[config.mk]
export PLATFORM = sky130hd
export DESIGN_NAME = river_lane
export DESIGN_NICKNAME = d
export VERILOG_FILES = /design/src/rtl/river_lane.sv
export SDC_FILE = /design/constraint.sdc
export NUM_CORES = 1
export LEC_CHECK = 0
export ABC_AREA = 1
export BUFFER_PORTS_ARGS = -buffer_cell sky130_fd_sc_hd__buf_2
export CAP_MARGIN = 20
export CELL_PAD_IN_SITES_DETAIL_PLACEMENT = 1
export CELL_PAD_IN_SITES_GLOBAL_PLACEMENT = 1
export CORE_MARGIN = 5
export CORE_UTILIZATION = 44
export DETAILED_ROUTE_END_ITERATION = 10
export GPL_TIMING_DRIVEN = 0
export PLACE_DENSITY_LB_ADDON = 0.1
export SLEW_MARGIN = 15
export SYNTH_ARGS = -nofsm -noshare
export SYNTH_HDL_FRONTEND = slang
export SYNTH_SLANG_ARGS = --single-unit
[constraint.sdc]
create_clock -name frame_clk -period 6.35 [get_ports frame_clk]
set_input_delay 1.27 -clock frame_clk [delete_from_list [all_inputs] [get_ports frame_clk]]
set_output_delay 1.27 -clock frame_clk [all_outputs]
set_load 0.01 [all_outputs]
[src/rtl/river_lane.sv]
// One lane of NUM_PADS floating pads. The pads step left or right together every Speed+2
// enabled frames, wrap around the screen, and can cycle under water. A carry delta lets a rider follow the pads.
module river_lane #(
   parameter int NUM_PADS      = 4,
   parameter int PAD_W         = 40,
   parameter int PAD_H         = 40,
   parameter int SCREEN_W      = 640,
   parameter int STEP          = 40,
   parameter int X_TOL         = 10,
   parameter int Y_TOL         = 1,
   parameter int FROG_SIDE     = 40,
   parameter int DIVE_EN       = 0,
   parameter int SURFACE_MOVES = 6,
   parameter int DIVE_MOVES    = 2
) (
   input  logic                    frame_clk,
   input  logic                    Reset,
   input  logic                    Enable,
   input  logic [10:0]             Lane_Y,
   input  logic [10:0]             Start_X,
   input  logic [10:0]             Spacing,
   input  logic                    Direction,
   input  logic [4:0]              Speed,
   input  logic [10:0]             Frog_X,
   input  logic [10:0]             Frog_Y,
   output logic [12*NUM_PADS-1:0]  Pad_X,
   output logic [10:0]             Pad_Y,
   output logic [10:0]             Pad_Width,
   output logic [10:0]             Pad_Height,
   output logic [NUM_PADS-1:0]     Pad_Hit,
   output logic                    On_Pad,
   output logic                    Submerged,
   output logic                    Carry_Valid,
   output logic [11:0]             Carry_Dx,
   output logic                    dbg_state
);

   localparam int MC_TOTAL = SURFACE_MOVES + DIVE_MOVES;
   localparam int MC_W     = $clog2(MC_TOTAL + 1);

   localparam logic signed [11:0] STEP_S     = 12'(STEP);
   localparam logic signed [11:0] PAD_W_S    = 12'(PAD_W);
   localparam logic signed [11:0] SCREEN_W_S = 12'(SCREEN_W);
   localparam logic signed [11:0] WRAP_S     = 12'(SCREEN_W + PAD_W);
   localparam logic signed [13:0] PAD_W_C    = 14'(PAD_W);
   localparam logic signed [13:0] PAD_H_C    = 14'(PAD_H);
   localparam logic signed [13:0] X_TOL_C    = 14'(X_TOL);
   localparam logic signed [13:0] Y_TOL_C    = 14'(Y_TOL);
   localparam logic signed [13:0] SIDE_C     = 14'(FROG_SIDE);

   typedef enum logic {S_MOVE = 1'b0, S_WAIT = 1'b1} state_t;

   state_t                   state_q, state_d;
   logic [4:0]               wait_cnt_q, wait_cnt_d;
   logic [MC_W-1:0]          move_cnt_q, move_cnt_d, mc_next;
   logic signed [11:0]       pad_x_q [NUM_PADS];
   logic signed [11:0]       pad_x_d [NUM_PADS];
   logic signed [11:0]       pad_init [NUM_PADS];
   logic signed [11:0]       nxt [NUM_PADS];
   logic [10:0]              pad_y_q, pad_y_d;
   logic                     sub_q, sub_d;
   logic                     cv_q, cv_d;
   logic signed [11:0]       dx_q, dx_d;
   logic                     do_move;
   logic signed [11:0]       step;
   logic signed [13:0]       fx, fy, cx0, cx1, cy0, cy1, py;
   logic signed [13:0]       px [NUM_PADS];
   logic                     y_in;

   always_ff @(posedge frame_clk) begin
      if (!Reset) begin
         state_q    <= S_MOVE;
         wait_cnt_q <= '0;
         move_cnt_q <= '0;
         pad_x_q    <= pad_init;
         pad_y_q    <= Lane_Y;
         sub_q      <= 1'b0;
         cv_q       <= 1'b0;
         dx_q       <= '0;
      end else begin
         state_q    <= state_d;
         wait_cnt_q <= wait_cnt_d;
         move_cnt_q <= move_cnt_d;
         pad_x_q    <= pad_x_d;
         pad_y_q    <= pad_y_d;
         sub_q      <= sub_d;
         cv_q       <= cv_d;
         dx_q       <= dx_d;
      end
   end

   // Speed is compared live every WAIT cycle, so a change shortens or stretches the current wait.
   always_comb begin
      state_d    = state_q;
      wait_cnt_d = wait_cnt_q;
      if (Enable) begin
         case (state_q)
            S_MOVE: begin
               state_d    = S_WAIT;
               wait_cnt_d = '0;
            end
            S_WAIT: begin
               if (wait_cnt_q == Speed) state_d = S_MOVE;
               else                     wait_cnt_d = wait_cnt_q + 5'd1;
            end
            default: state_d = S_MOVE;
         endcase
      end
   end

   // Carry_Valid is a single-cycle strobe with no back-pressure: the frog controller must
   // apply Carry_Dx in the same cycle it sees the strobe, which is the first cycle of new positions.
   always_comb begin
      do_move    = Enable && (state_q == S_MOVE);
      step       = Direction ? STEP_S : -STEP_S;
      mc_next    = move_cnt_q + MC_W'(1);
      pad_x_d    = pad_x_q;
      pad_y_d    = pad_y_q;
      move_cnt_d = move_cnt_q;
      sub_d      = sub_q;
      cv_d       = 1'b0;
      dx_d       = '0;
      for (int i = 0; i < NUM_PADS; i++) begin
         pad_init[i] = 12'({1'b0, Start_X}) + 12'(i) * 12'({1'b0, Spacing});
         nxt[i]      = pad_x_q[i] + step;
      end
      if (do_move) begin
         for (int i = 0; i < NUM_PADS; i++) begin
            if (nxt[i] <= -PAD_W_S)        pad_x_d[i] = nxt[i] + WRAP_S;
            else if (nxt[i] >= SCREEN_W_S) pad_x_d[i] = nxt[i] - WRAP_S;
            else                           pad_x_d[i] = nxt[i];
         end
         if (mc_next == MC_W'(MC_TOTAL)) begin
            move_cnt_d = '0;
            sub_d      = 1'b0;
         end else begin
            move_cnt_d = mc_next;
            sub_d      = (DIVE_EN != 0) && (mc_next >= MC_W'(SURFACE_MOVES));
         end
         cv_d = On_Pad;
         dx_d = On_Pad ? step : '0;
      end
   end

   // Collision uses 14-bit signed math so frog coordinates near 2047 cannot wrap.
   always_comb begin
      fx      = $signed({3'b000, Frog_X});
      fy      = $signed({3'b000, Frog_Y});
      cx0     = fx + X_TOL_C;
      cx1     = fx - X_TOL_C + SIDE_C;
      cy0     = fy + Y_TOL_C;
      cy1     = fy - Y_TOL_C + SIDE_C;
      py      = $signed({3'b000, pad_y_q});
      y_in    = ((cy0 >= py) && (cy0 <= py + PAD_H_C)) ||
                ((cy1 >= py) && (cy1 <= py + PAD_H_C));
      Pad_Hit = '0;
      for (int i = 0; i < NUM_PADS; i++) begin
         px[i]      = 14'(pad_x_q[i]);
         Pad_Hit[i] = y_in && (((cx0 >= px[i]) && (cx0 <= px[i] + PAD_W_C)) ||
                               ((cx1 >= px[i]) && (cx1 <= px[i] + PAD_W_C)));
      end
   end

   always_comb begin
      Pad_X = '0;
      for (int i = 0; i < NUM_PADS; i++) Pad_X[12*i +: 12] = pad_x_q[i];
      Pad_Y       = pad_y_q;
      Pad_Width   = 11'(PAD_W);
      Pad_Height  = 11'(PAD_H);
      On_Pad      = (|Pad_Hit) & ~sub_q;
      Submerged   = sub_q;
      Carry_Valid = cv_q;
      Carry_Dx    = dx_q;
      dbg_state   = state_q;
   end

endmodule

==> run_results.csv <==
group,metric,value,unit
clock_tree,clkTransAtPathRegs,0.06,ns
place,gp_congestion,0.908,
logic_synthesis,synth_top_area_share,24.3,%
cells_and_area,n_fill_cell,4558,
worst_setup_path,worstPathArrival,4.93,ns
routing,ant_nets,0,
power_and_ir_drop,combPwrFrac,82.8,%
worst_setup_path,slowest_stage,"ha_1",
die,die_h,194,µm
global_routing,grt_pass1_wl,87.1,mm
timing,finalCritPeriodShare,97.6,%
power_and_ir_drop,p_leak,8.90,nW
job,max-cap-violations,0,
global_routing,grt_usage,28.4,%
logic_synthesis,ys_seq_area_share,12.8,%
timing,whs,0.551,ns
power_and_ir_drop,p_int,3.65,mW
place,hpwl,45.1,mm
clock_tree,cts_root_buffer,"clkbuf_16",
routing,post_drt_wl_per_cell,19.7,µm
logic_synthesis,yosys.area_share.xor_xnor,7.69,%
logic_synthesis,yosysMostFrequentCell,"nand2_1",
die,die_w,194,µm
logic_synthesis,yosysWarnings,0,
logic_synthesis,synth.area.top_cells,"ha_1 24%, nand2_1 14%, edfxtp_1 11%, inv_1 6.6%, nand3_1 6.2%",
logic_synthesis,synthFlopType,"edfxtp_1",
place,io_buffers,135,
worst_setup_path,crit_path_start_kind,"input pin",
logic_synthesis,synth_cell_types,58,
power_and_ir_drop,switchingPower,5.56,mW
logic_synthesis,syn_inst,2176,
timing,relSlewSlack,42.8,%
worst_setup_path,endpoint_kind,"output port",
logic_synthesis,synth-simple-area-share,31.7,%
cells_and_area,drive_gt1_share,14.2,%
worst_setup_path,cp.required,5.08,ns
die,start_util,44.4,%
clock_tree,cts_buffer_depth,2,
die,fp.dieArea,37500,µm²
global_routing,grt_max_degree,26,
logic_synthesis,synth-adder-area-share,26.6,%
clock_tree,hold_buffers,0,
routing,vias,15855,
power_and_ir_drop,ir_drop,449,µV
cells_and_area,stdcell_area,16900,µm²
logic_synthesis,synth_edf_count,56,
logic_synthesis,synth_top_family_by_area,"simple AND/OR/NAND/NOR gates",
place,placed_area,16300,µm²
logic_synthesis,synthArstFlopShare,0,%
routing,finalWirelength,55.7,mm
routing,initialDrtViolationCount,936,
logic_synthesis,synth_mux_area_share,0.0675,%
cells_and_area,area_delta_synth_final,14.1,%
worst_setup_path,cpPeakStageDelay,0.30,ns
die,core,33400,µm²
worst_setup_path,cpMostUsedCell,"nand2_1",
power_and_ir_drop,p_clk_share,5.5,%
outcome,status,"complete, no violations",
clock_tree,clock-sinks,67,
die,pin_count,165,
timing,drv_slew,0,
cells_and_area,post-route-util,50.7,%
logic_synthesis,ys_seq_elements,67,
power_and_ir_drop,p_seq_share,11.7,%
logic_synthesis,synth.cell_area,14800,µm²
cells_and_area,num-nets-final,2738,
logic_synthesis,synth_compound_area_share,11.8,%
global_routing,grt_pass1_vias,16414,
global_routing,gr-total-overflow,0,
die,num_rows,67,
timing,fin_crit,6.20,ns
routing,vias_per_cell,5.62,
worst_hold_path,hold_class,"reg -> reg",
logic_synthesis,synth.largest_area_cell,"ha_1",
power_and_ir_drop,powerDensity,544,nW/µm²
logic_synthesis,ys_top_cells_by_count,"539 x nand2_1, 288 x ha_1, 261 x inv_1",
clock_tree,htreeDepth,3,
timing,worstMarginPinSlew,0.857,ns
clock_tree,clock_latency,0.35,ns
routing,drc,0,
routing,dr.pass1.iters,5,
worst_setup_path,path_class,"in -> out",
power_and_ir_drop,switching_share,60.4,%
timing,finClkSkew,0.00612,ns
worst_setup_path,cp_max_fo,5,
clock_tree,numCtsBuffers,9,
global_routing,antenna_found_initial,0,
cells_and_area,diodes,0,
logic_synthesis,avgSynthCellArea,6.81,µm²
timing,clock.fmax,0.161,GHz
timing,setup_violations,0,
clock_tree,tritoncts,"yes",
timing,hold_violations,0,
-- final timing paths --
| check | startpoint | endpoint | slack, ns | cells past startpoint |
|---|---|---|---|---|
| setup reg to reg | Pad_X[15] | Pad_X[18] | 2.74 | 14 |
| hold reg to reg | wait_cnt_q[4] | wait_cnt_q[4] | 0.55 | 2 |
| setup / recovery | Frog_X[1] | On_Pad | 0.15 | 27 |
| hold / removal | wait_cnt_q[4] | wait_cnt_q[4] | 0.55 | 2 |
-- layer usage --
layer	vias to the layer above	GRT usage, %	part of all wire (%)
met2	384	50.4	49
met1	7680	36.6	44
met4	0	8.37	3.3
li1	7675	-	-
met5	-	0	0
met3	116	2.84	3.9
-- power by group through the flow --
stage               combinational (mW)  clock [mW]  sequential (mW)
floorplan                         5.45           0            0.944
global placement                  7.06           0             1.08
detailed placement                7.42           0             1.08
CTS                               7.51       0.516             1.07
global route                      8.54       0.533             1.09
finish                            7.62       0.509             1.08
-- cell type report --
| class | count | area (µm²) | area share, % |
|---|---|---|---|
| Sequential cell | 67 | 1900 | 11.2 |
| Timing Repair Buffer | 158 | 883 | 5.22 |
| Buffer | 52 | 344 | 2.03 |
| Tap cell | 448 | 561 | 3.31 |
| Multi-Input combinational cell | 1807 | 11900 | 70.3 |
| Clock inverter | 5 | 32.5 | 0.192 |
| Inverter | 274 | 1040 | 6.18 |
| Clock buffer | 11 | 264 | 1.56 |
-- layout by cell type (no fill, tap or decap), drive strengths merged --
master,netlist,routed
a211oi,2,2
a21o,8,8
a21oi,164,164
a31o,1,1
a31oi,9,9
and2,5,5
buf,41,199
clkbuf,11,22
clkinv,4,6
clkinvlp,0,4
conb,2,26
dfxtp,11,11
edfxtp,56,56
fa,17,17
ha,288,288
inv,270,269
mux2i,1,1
nand2,562,562
nand3,192,192
nand3b,21,21
nand4,58,58
nor2,138,138
nor3,37,37
nor3b,2,2
nor4,16,16
o2111ai,3,3
o211ai,5,5
o21a,3,3
o21ai,99,99
o21bai,12,12
o22ai,1,1
o31ai,7,7
or2,11,11
or3,1,1
or4,2,2
xnor2,22,22
xor2,94,94
-- logic make-up (layout without fill, tap and decap cells) --
family	after synthesis	count (layout)
AO/OA/AOI/OAI	314	314
flip-flops	67	67
AND/OR/NAND/NOR	1045	1045
buffers and inverters	326	500
adder cells (fa/ha/maj)	305	305
other	2	26
multiplexers	1	1
XOR/XNOR	116	116
-- flip-flops by register name, summed over array words and instances, names as in the netlist --
signal	count
Pad_Y	11
wait_cnt_q	5
dbg_state	1
Pad_X	46
Carry_Valid	1
Carry_Dx	3
-- stage by stage --
stage	TNS [ns]	instances	power, mW	setup slack (ns)
after floorplan	0	2200	6.39	0.768
after global placement	-4.05	2783	8.14	-1.23
after detailed placement	-3.08	2786	8.50	-1.15
after CTS	0	2812	9.10	0.00686
after global routing	-0.0682	2822	10.2	-0.0682
final	0	2822	9.21	0.152
-- what timing repair did --
action,in CTS,in global routing
pin swaps,3,6
buffers inserted,10,9
gates resized for setup,18,25
endpoints found under the setup margin,5,5
-- worst max-delay path: cells and delay by family --
| family | cells | cell delay, ns |
|---|---|---|
| AO/OA/AOI/OAI | 3 | 0.52 |
| adder cells (fa/ha/maj) | 2 | 0.51 |
| AND/OR/NAND/NOR | 14 | 1.58 |
| XOR/XNOR | 1 | 0.21 |
| buffers and inverters | 7 | 0.85 |
Power figures use the tool's default switching activity.
